==> src/rtl/bp_pkg.sv <==
// Shared types for the bp_skid_pipe skid-buffer chain.
// Stage state encoding doubles as the stage entry count.
package bp_pkg;

  typedef enum logic [1:0] {
    EMPTY = 2'd0,
    ONE   = 2'd1,
    FULL  = 2'd2
  } stage_st_e;

  function automatic int occ_w(input int pipes);
    return (pipes == 0) ? 1 : $clog2(2 * pipes + 1);
  endfunction

endpackage

==> src/rtl/bp_skid_stage.sv <==
// One fully registered skid stage: main entry plus skid entry.
// Upstream ready and downstream valid decode only from the state flop.
module bp_skid_stage
  import bp_pkg::*;
#(
  parameter int DATAW = 8
) (
  input  logic             clk_i,
  input  logic             rst_i,
  input  logic [DATAW-1:0] data_i,
  input  logic             valid_i,
  output logic             ready_o,
  output logic [DATAW-1:0] data_o,
  output logic             valid_o,
  input  logic             ready_i,
  output logic [1:0]       cnt_o
);

  stage_st_e        state_q, state_d;
  logic [DATAW-1:0] main_q, main_d;
  logic [DATAW-1:0] skid_q, skid_d;
  logic             in_fire, out_fire;

  always_ff @(posedge clk_i or posedge rst_i) begin
    if (rst_i) begin
      state_q <= EMPTY;
      main_q  <= '0;
      skid_q  <= '0;
    end else begin
      state_q <= state_d;
      main_q  <= main_d;
      skid_q  <= skid_d;
    end
  end

  assign in_fire  = valid_i && ready_o;
  assign out_fire = valid_o && ready_i;

  always_comb begin
    state_d = state_q;
    main_d  = main_q;
    skid_d  = skid_q;
    unique case (state_q)
      EMPTY: begin
        if (in_fire) begin
          state_d = ONE;
          main_d  = data_i;
        end
      end
      ONE: begin
        if (in_fire && out_fire) begin
          main_d = data_i;
        end else if (in_fire) begin
          state_d = FULL;
          skid_d  = data_i;
        end else if (out_fire) begin
          state_d = EMPTY;
        end
      end
      FULL: begin
        if (out_fire) begin
          state_d = ONE;
          main_d  = skid_q;
        end
      end
      default: state_d = EMPTY;
    endcase
  end

  always_comb begin
    ready_o = (state_q != FULL);
    valid_o = (state_q != EMPTY);
    data_o  = main_q;
    unique case (state_q)
      ONE:     cnt_o = 2'd1;
      FULL:    cnt_o = 2'd2;
      default: cnt_o = 2'd0;
    endcase
  end

endmodule

==> src/rtl/bp_skid_pipe.sv <==
// Chain of PIPES skid stages; PIPES=0 is a wire-through.
// Define BP_SKID_PIPE_ASSERT_EN to compile handshake assertions.
module bp_skid_pipe
  import bp_pkg::*;
#(
  parameter int DATAW = 8,
  parameter int PIPES = 1
) (
  input  logic                      clk_i,
  input  logic                      rst_i,
  input  logic [DATAW-1:0]          data_i,
  input  logic                      valid_i,
  output logic                      ready_o,
  output logic [DATAW-1:0]          data_o,
  output logic                      valid_o,
  input  logic                      ready_i,
  output logic [occ_w(PIPES)-1:0]   occ_o
);

  localparam int OCCW = occ_w(PIPES);

  if (PIPES == 0) begin : g_pass
    assign data_o  = data_i;
    assign valid_o = valid_i;
    assign ready_o = ready_i;
    assign occ_o   = '0;
  end else begin : g_pipe
    logic [DATAW-1:0] d   [PIPES+1];
    logic             v   [PIPES+1];
    logic             r   [PIPES+1];
    logic [1:0]       cnt [PIPES];
    logic [OCCW-1:0]  occ_sum;

    assign d[0]     = data_i;
    assign v[0]     = valid_i;
    assign ready_o  = r[0];
    assign data_o   = d[PIPES];
    assign valid_o  = v[PIPES];
    assign r[PIPES] = ready_i;

    for (genvar i = 0; i < PIPES; i++) begin : g_stage
      bp_skid_stage #(
        .DATAW(DATAW)
      ) u_stage (
        .clk_i  (clk_i),
        .rst_i  (rst_i),
        .data_i (d[i]),
        .valid_i(v[i]),
        .ready_o(r[i]),
        .data_o (d[i+1]),
        .valid_o(v[i+1]),
        .ready_i(r[i+1]),
        .cnt_o  (cnt[i])
      );
    end

    always_comb begin
      occ_sum = '0;
      for (int i = 0; i < PIPES; i++) begin
        occ_sum = occ_sum + OCCW'(cnt[i]);
      end
    end

    assign occ_o = occ_sum;
  end

`ifdef BP_SKID_PIPE_ASSERT_EN
  a_vld_hold: assert property (@(posedge clk_i) disable iff (rst_i)
    valid_i && !ready_o |=> valid_i);
  a_dat_hold: assert property (@(posedge clk_i) disable iff (rst_i)
    valid_i && !ready_o |=> $stable(data_i));
  a_occ_max: assert property (@(posedge clk_i)
    occ_o <= OCCW'(2 * PIPES));
  a_rst_vld: assert property (@(posedge clk_i)
    rst_i && (PIPES != 0) |-> !valid_o);
`endif

endmodule

==> config.mk <==
export PLATFORM = sky130hd
export DESIGN_NAME = bp_skid_pipe
export DESIGN_NICKNAME = d
export VERILOG_FILES = /design/src/rtl/bp_pkg.sv /design/src/rtl/bp_skid_stage.sv /design/src/rtl/bp_skid_pipe.sv
export SDC_FILE = /design/constraint.sdc
export NUM_CORES = 1
export LEC_CHECK = 0
export BUFFER_PORTS_ARGS = -buffer_cell sky130_fd_sc_hd__buf_2
export CAP_MARGIN = 20
export CORE_AREA = 2 2 53 55
export DETAILED_ROUTE_END_ITERATION = 8
export DIE_AREA = 0 0 55 57
export GPL_TIMING_DRIVEN = 1
export MAX_ROUTING_LAYER = met4
export SYNTH_ARGS = -nofsm -noshare
export SYNTH_HDL_FRONTEND = slang
export SYNTH_SLANG_ARGS = --single-unit
export TNS_END_PERCENT = 5
==> constraint.sdc <==
create_clock -name clk_i -period 1.47 [get_ports clk_i]
set_clock_uncertainty 0.15 [all_clocks]
set_input_delay 0.0735 -clock clk_i [delete_from_list [all_inputs] [get_ports clk_i]]
set_output_delay 0.0735 -clock clk_i [all_outputs]
set_load 0.02 [all_outputs]
Yosys cells after proc, flatten, opt, wreduce, memory -nomap -nowiden:

Cells that the tools add are included.

* register bits after elaboration: 18
* input port bits: 12
* word-level logic and storage cells: 32

* eq/ne operators: 8
* muxes and demuxes: 11
* bitwise logic cells: 1
* reduce and logical (&&, ||, !) cells: 9

Operators by type and width (number)
* $mux W8: 3
* $pmux W8 S3: 1
* $mux W2: 5
* $reduce_and A4 Y1: 2
* $ne A2 B1 Y1 const B: 3
* $pmux W2 S3: 1
* $ne A2 B2 Y1 const B: 2
* $pmux W2 S2: 1
* $logic_and A1 B1 Y1: 3
* $ne A3 B1 Y1 const B: 1
* $reduce_and A3 Y1: 1
* $reduce_bool A3 Y1: 1
* $eq A2 B1 Y1 const B: 1
* $eq A2 B2 Y1 const B: 1
* $logic_not A2 Y1: 1
* $reduce_bool A2 Y1: 1
* $not A1 Y1: 1

Logic depth before layout (Yosys ltp):

* depth in word-level cells: 6
* gate-level depth with buffers: 4

Worst setup path after synthesis:

OpenSTA, ideal clock, no wires.

* kind: reg2reg
* start: register g_pipe.g_stage[0].u_stage.state_q[0]
* end: register g_pipe.g_stage[0].u_stage.main_q[0]
* library setup time: 0.125 ns
* arrival time: 1.327 ns
* data required time: 1.195 ns
* setup slack: -0.132 ns
* cell stages (with the launch flop): 5
* buffers on the path: 1
* clock period less this slack: 1.602 ns
* cells stage by stage: dfrtp_1 -> nand2b_4 -> buf_6 -> mux2_2 -> mux2_2

* longest elaborated chain between the ends: 5
* elaborated cells between the ends (all ways): 14
* those cells by class: eq/ne: 6; mux: 1; reduce/logical: 7

RTL lines
* start: declaration: RTL line bp_skid_stage.sv:19 `stage_st_e state_q, state_d;`
* start signal: assignment: RTL line bp_skid_stage.sv:30 `state_q <= state_d;`
* $ne A2 B2 Y1 (*): RTL line bp_skid_stage.sv:71 `ready_o = (state_q != FULL);`
* named net ready_o: RTL line bp_skid_pipe.sv:13 `output logic ready_o,`
* $logic_and A1 B1 Y1 (*): RTL line bp_skid_stage.sv:36 `assign in_fire = valid_i && ready_o;`
* $logic_and A1 B1 Y1: RTL line bp_skid_stage.sv:51 `if (in_fire && out_fire) begin`
* $ne A2 B1 Y1 (no source line)
* $reduce_and A4 Y1 (no source line) (*)
* end signal: assignment: RTL line bp_skid_stage.sv:31 `main_q <= main_d;`
* end: declaration: RTL line bp_skid_stage.sv:20 `logic [DATAW-1:0] main_q, main_d;`

Mark *: on every way through the listed nets, which the timed path passes. The rest lies on a longest branch.
A chain may end at the register's enable or synchronous reset.

Final worst setup path:

* start: register g_pipe.g_stage[0].u_stage.state_q[1]
* end: register g_pipe.g_stage[0].u_stage.main_q[4]

* longest elaborated chain between the ends: 5
* elaborated cells between the ends (all ways): 14
* those cells by class: eq/ne: 6; mux: 1; reduce/logical: 7

RTL lines (RTL line)
* $ne A2 B2 Y1 / $reduce_bool A2 Y1 (equally long branches): bp_skid_stage.sv:71, bp_skid_stage.sv:72
* $logic_and A1 B1 Y1, on equally long branches: bp_skid_stage.sv:36, bp_skid_stage.sv:37
* $logic_and A1 B1 Y1: bp_skid_stage.sv:51
* $ne A2 B1 Y1 (no source line)
* $reduce_and A4 Y1 (no source line)

Parallel ways exist; a longest one is shown, timed or not.

==> flow_summary.toml <==
[setup_path]
critical_path_buf_inv_count = 1
crit_path_start_kind = "register"
crit_end_element = "register"
critical_path.reg2reg.endpoint = "g_pipe.g_stage[0].u_stage.data_o[4]$_DFFE_PP0P_"
r2r.worst_path.cells = 4
cpMaxStageDelayCell = "sky130_fd_sc_hd__dfrtp_2"
startpoint_of_the_worst_register_to_register_path = "g_pipe.g_stage[0].u_stage.state_q[1]$_DFFE_PP0P_"
critical_path.top_delay_family = "multiplexers"
crit_path_max_fanout = 8
criticalPathCategory = "reg -> reg"
timing.critical_path.slowest_cell_delay_ns = 0.50
worstPathRequired_ns = 1.50
r2r_setup_slack_ns = -0.14
crit_arrival_ns = 1.64
path_cells = "mux2i_4, o2bb2ai_4, buf_12, mux2_4"

[floorplanning]
io_pins = 24
design.die.area_um2 = 3140
initial_core_util_pct = 32.7
row_count = 19
width_of_the_die_um = 55
die-height_um = 57
core-area_um2 = 2620

[synth]
synth_top_cells_by_count = "sky130_fd_sc_hd__mux2_2 (24), sky130_fd_sc_hd__dfrtp_1 (18), sky130_fd_sc_hd__a21oi_1 (2), sky130_fd_sc_hd__inv_1 (2)"
ys_seq_elements = 18
synth.largest_area_cell = "sky130_fd_sc_hd__dfrtp_1"
synth_top_flop_cell = "sky130_fd_sc_hd__dfrtp_1"
synth-warning-count = 0
netlist.area_leader.share_pct = 52.6
synthDistinctLibCells = 16
syn-cell-area_um2 = 856
post_synth_inst_count = 58
avgSynthCellArea_um2 = 14.8
synth.most_common_cell = "sky130_fd_sc_hd__mux2_2"
async_flop_share_pct = 100
post_synth_main_area_contributors = "sky130_fd_sc_hd__dfrtp_1 (53%), sky130_fd_sc_hd__mux2_2 (32%), sky130_fd_sc_hd__o2bb2ai_4 (3.2%)"
ys_seq_area_share_pct = 52.6
synth-edff-count = 0
syn-num-nets = 70

[worst_hold_path]
worst_min_delay_path_category = "in -> reg"
worst_hold_path.endpoint = "g_pipe.g_stage[0].u_stage.state_q[0]$_DFFE_PP0P_"
hold_path.startpoint = "valid_i"
holdPathStages = 3

[timing]
timing.final.setup_violations = 17
smallest_setup_slack_after_layout_ns = -0.143
slew_headroom_pct = 54.7
final_layout_worst_hold_slack_ns = 0.0336
tightestPinTransition_ns = 0.679
layout_worst_path_cycle_share_pct = 110
slew_violations = 0
report.final.hold_viol_count = 0
fmax_ghz = 0.620
rsz0062_at_grt = "yes"
finalCriticalPeriod_ns = 1.61
setup-tns-final_ns = -1.86

[grt]
grt_antenna_before_repair = 0
grt_usage_pct = 13.0
grt_max_degree = 19
gr-total-overflow = 0
first_global_vias = 655
grt_pass1_wl_um = 2910

[routing]
first_iter_violations = 2
routed_vias = 615
viasPerCell = 4.62
route.detailed.wl_per_inst_um = 13.8
dr.pass1.iters = 2
drt-total-wl_um = 1830
antenna_violating_nets_post_route = 0
route.detailed.drc = 0

[final_layout]
insertedDiodeCount = 0
final_layout_size_suffix_gt1_share_pct = 68.6
final_nets = 115
layout-area-overhead-vs-synth_pct = 53.9
post-route-cell-area_um2 = 1320

[power]
ir_drop_mv = 0.846
total_leakage_power_nw = 0.632
report.power.total_mw = 1.74
power_density_nw_per_um2 = 1320

[clock_tree]
cts_buffer_depth = 2
path_clk_slew_ns = 0.11
clock_sink_count = 18
tritoncts_clock_tree = "yes"
cts-buffers-inserted = 3
clk_lat_worst_skew_ns = 0.29
cts-root-buf = "sky130_fd_sc_hd__clkbuf_4"
h_tree_lvls = 1

[placed_design]
dp_hpwl_um = 1110
placed_cell_area_um2 = 1050
gp_congestion = 0.603
port_bufs = 23

[outcome]
failed_checks = "negative setup slack"
run_status = "finished with violations"

[job]
max_cap_violations = 0
[per-stage QoR]
stage               worst slack (ns)  util, %  instances
finish                        -0.143     50.4        133
floorplan                    -0.0654        -         58
global placement             -0.0870     40.1        117
detailed placement            -0.122     40.1        117
CTS                           -0.111     46.2        131
global route                  -0.174     50.4        133
[metal layers]
layer  wire, um  part of all wire [%]  track usage (%)
met5          0                     0                -
met4          6                  0.33             4.18
met3         74                   4.0             2.36
met2        879                    48             18.4
met1        869                    48             18.8
[report_power, final]
| group | leakage, nW | internal, mW | switching, mW | total [mW] |
|---|---|---|---|---|
| logic | 0.399 | 0.408 | 0.285 | 0.692 |
| clock network | 0.0210 | 0.151 | 0.151 | 0.301 |
| registers | 0.211 | 0.653 | 0.0890 | 0.742 |
| total | 0.632 | 1.21 | 0.525 | 1.74 |
[worst max-delay path by stage]
stage / startpoint / endpoint / slack (ns) / cells past startpoint
after floorplan: g_pipe.g_stage[0].u_stage.state_q[0]$_DFFE_PP0P_ / g_pipe.g_stage[0].u_stage.data_o[0]$_DFFE_PP0P_ / -0.07 / 4
after global placement: g_pipe.g_stage[0].u_stage.state_q[1]$_DFFE_PP0P_ / g_pipe.g_stage[0].u_stage.data_o[3]$_DFFE_PP0P_ / -0.09 / 3
after detailed placement: g_pipe.g_stage[0].u_stage.state_q[1]$_DFFE_PP0P_ / g_pipe.g_stage[0].u_stage.data_o[2]$_DFFE_PP0P_ / -0.12 / 3
after CTS: g_pipe.g_stage[0].u_stage.state_q[1]$_DFFE_PP0P_ / g_pipe.g_stage[0].u_stage.data_o[2]$_DFFE_PP0P_ / -0.11 / 4
after global routing: g_pipe.g_stage[0].u_stage.state_q[1]$_DFFE_PP0P_ / g_pipe.g_stage[0].u_stage.data_o[2]$_DFFE_PP0P_ / -0.17 / 4
final: g_pipe.g_stage[0].u_stage.state_q[1]$_DFFE_PP0P_ / g_pipe.g_stage[0].u_stage.data_o[4]$_DFFE_PP0P_ / -0.14 / 4
[cells in the final DEF (no fill, tap or decap)]
cell / synthesis / routed
sky130_fd_sc_hd__dfrtp_2: 0 / 2
sky130_fd_sc_hd__nand2_1: 1 / 1
sky130_fd_sc_hd__or2_2: 1 / 1
sky130_fd_sc_hd__nand2b_4: 1 / 1
sky130_fd_sc_hd__o2bb2ai_4: 1 / 1
sky130_fd_sc_hd__dfrtp_1: 18 / 16
sky130_fd_sc_hd__nor2b_4: 0 / 1
sky130_fd_sc_hd__buf_2: 1 / 20
sky130_fd_sc_hd__inv_2: 0 / 1
sky130_fd_sc_hd__inv_1: 2 / 1
sky130_fd_sc_hd__and3b_2: 0 / 1
sky130_fd_sc_hd__buf_12: 0 / 1
sky130_fd_sc_hd__clkbuf_4: 0 / 3
sky130_fd_sc_hd__a21oi_1: 2 / 2
sky130_fd_sc_hd__mux2i_4: 0 / 1
sky130_fd_sc_hd__buf_4: 0 / 4
sky130_fd_sc_hd__dlygate4sd3_1: 0 / 10
sky130_fd_sc_hd__nor3b_1: 1 / 1
sky130_fd_sc_hd__buf_6: 1 / 7
sky130_fd_sc_hd__and2b_2: 1 / 1
sky130_fd_sc_hd__clkbuf_8: 0 / 1
sky130_fd_sc_hd__mux2_4: 0 / 14
sky130_fd_sc_hd__o22ai_1: 1 / 1
sky130_fd_sc_hd__mux2_2: 24 / 10
[final cells by class]
class                      count  area [um2]
inverter                       2        7.51
sequential                    18         453
clock buffer                   4        36.3
multi-input combinational     36         453
timing repair buffer          42         329
fill                         247        1300
tap                           31        38.8
[worst reg2reg max path, stage by stage (launching register included)]
cell	delay, ns
sky130_fd_sc_hd__dfrtp_2	0.50
sky130_fd_sc_hd__mux2i_4	0.22
sky130_fd_sc_hd__o2bb2ai_4	0.18
sky130_fd_sc_hd__buf_12	0.15
sky130_fd_sc_hd__mux2_4	0.30
[registers in the layout, summed over array words and instances, names as in the netlist]
signal,count
g_pipe.g_stage.u_stage.data_o,8
g_pipe.g_stage.u_stage.skid_q,8
g_pipe.g_stage.u_stage.state_q,2
[logic make-up (layout without fill, tap and decap cells)]
family                 count (synthesis)  after routing  synth area share (%)
AOI/OAI and AO/OA                      4              4                  5.12
buffers and inverters                  4             48                  2.78
DFF                                   18             18                  52.6
muxes                                 25             25                  32.7
and+or+nand+nor                        7              7                  6.73
[timing repair]
action,in CTS,in global routing
setup buffers,0,2
hold buffers,10,0
endpoints found under the setup margin,19,20
gates resized for setup,8,21
pin swaps,1,2
hold endpoints to repair,32,0
No activity file was read; power rests on OpenSTA's default activity.
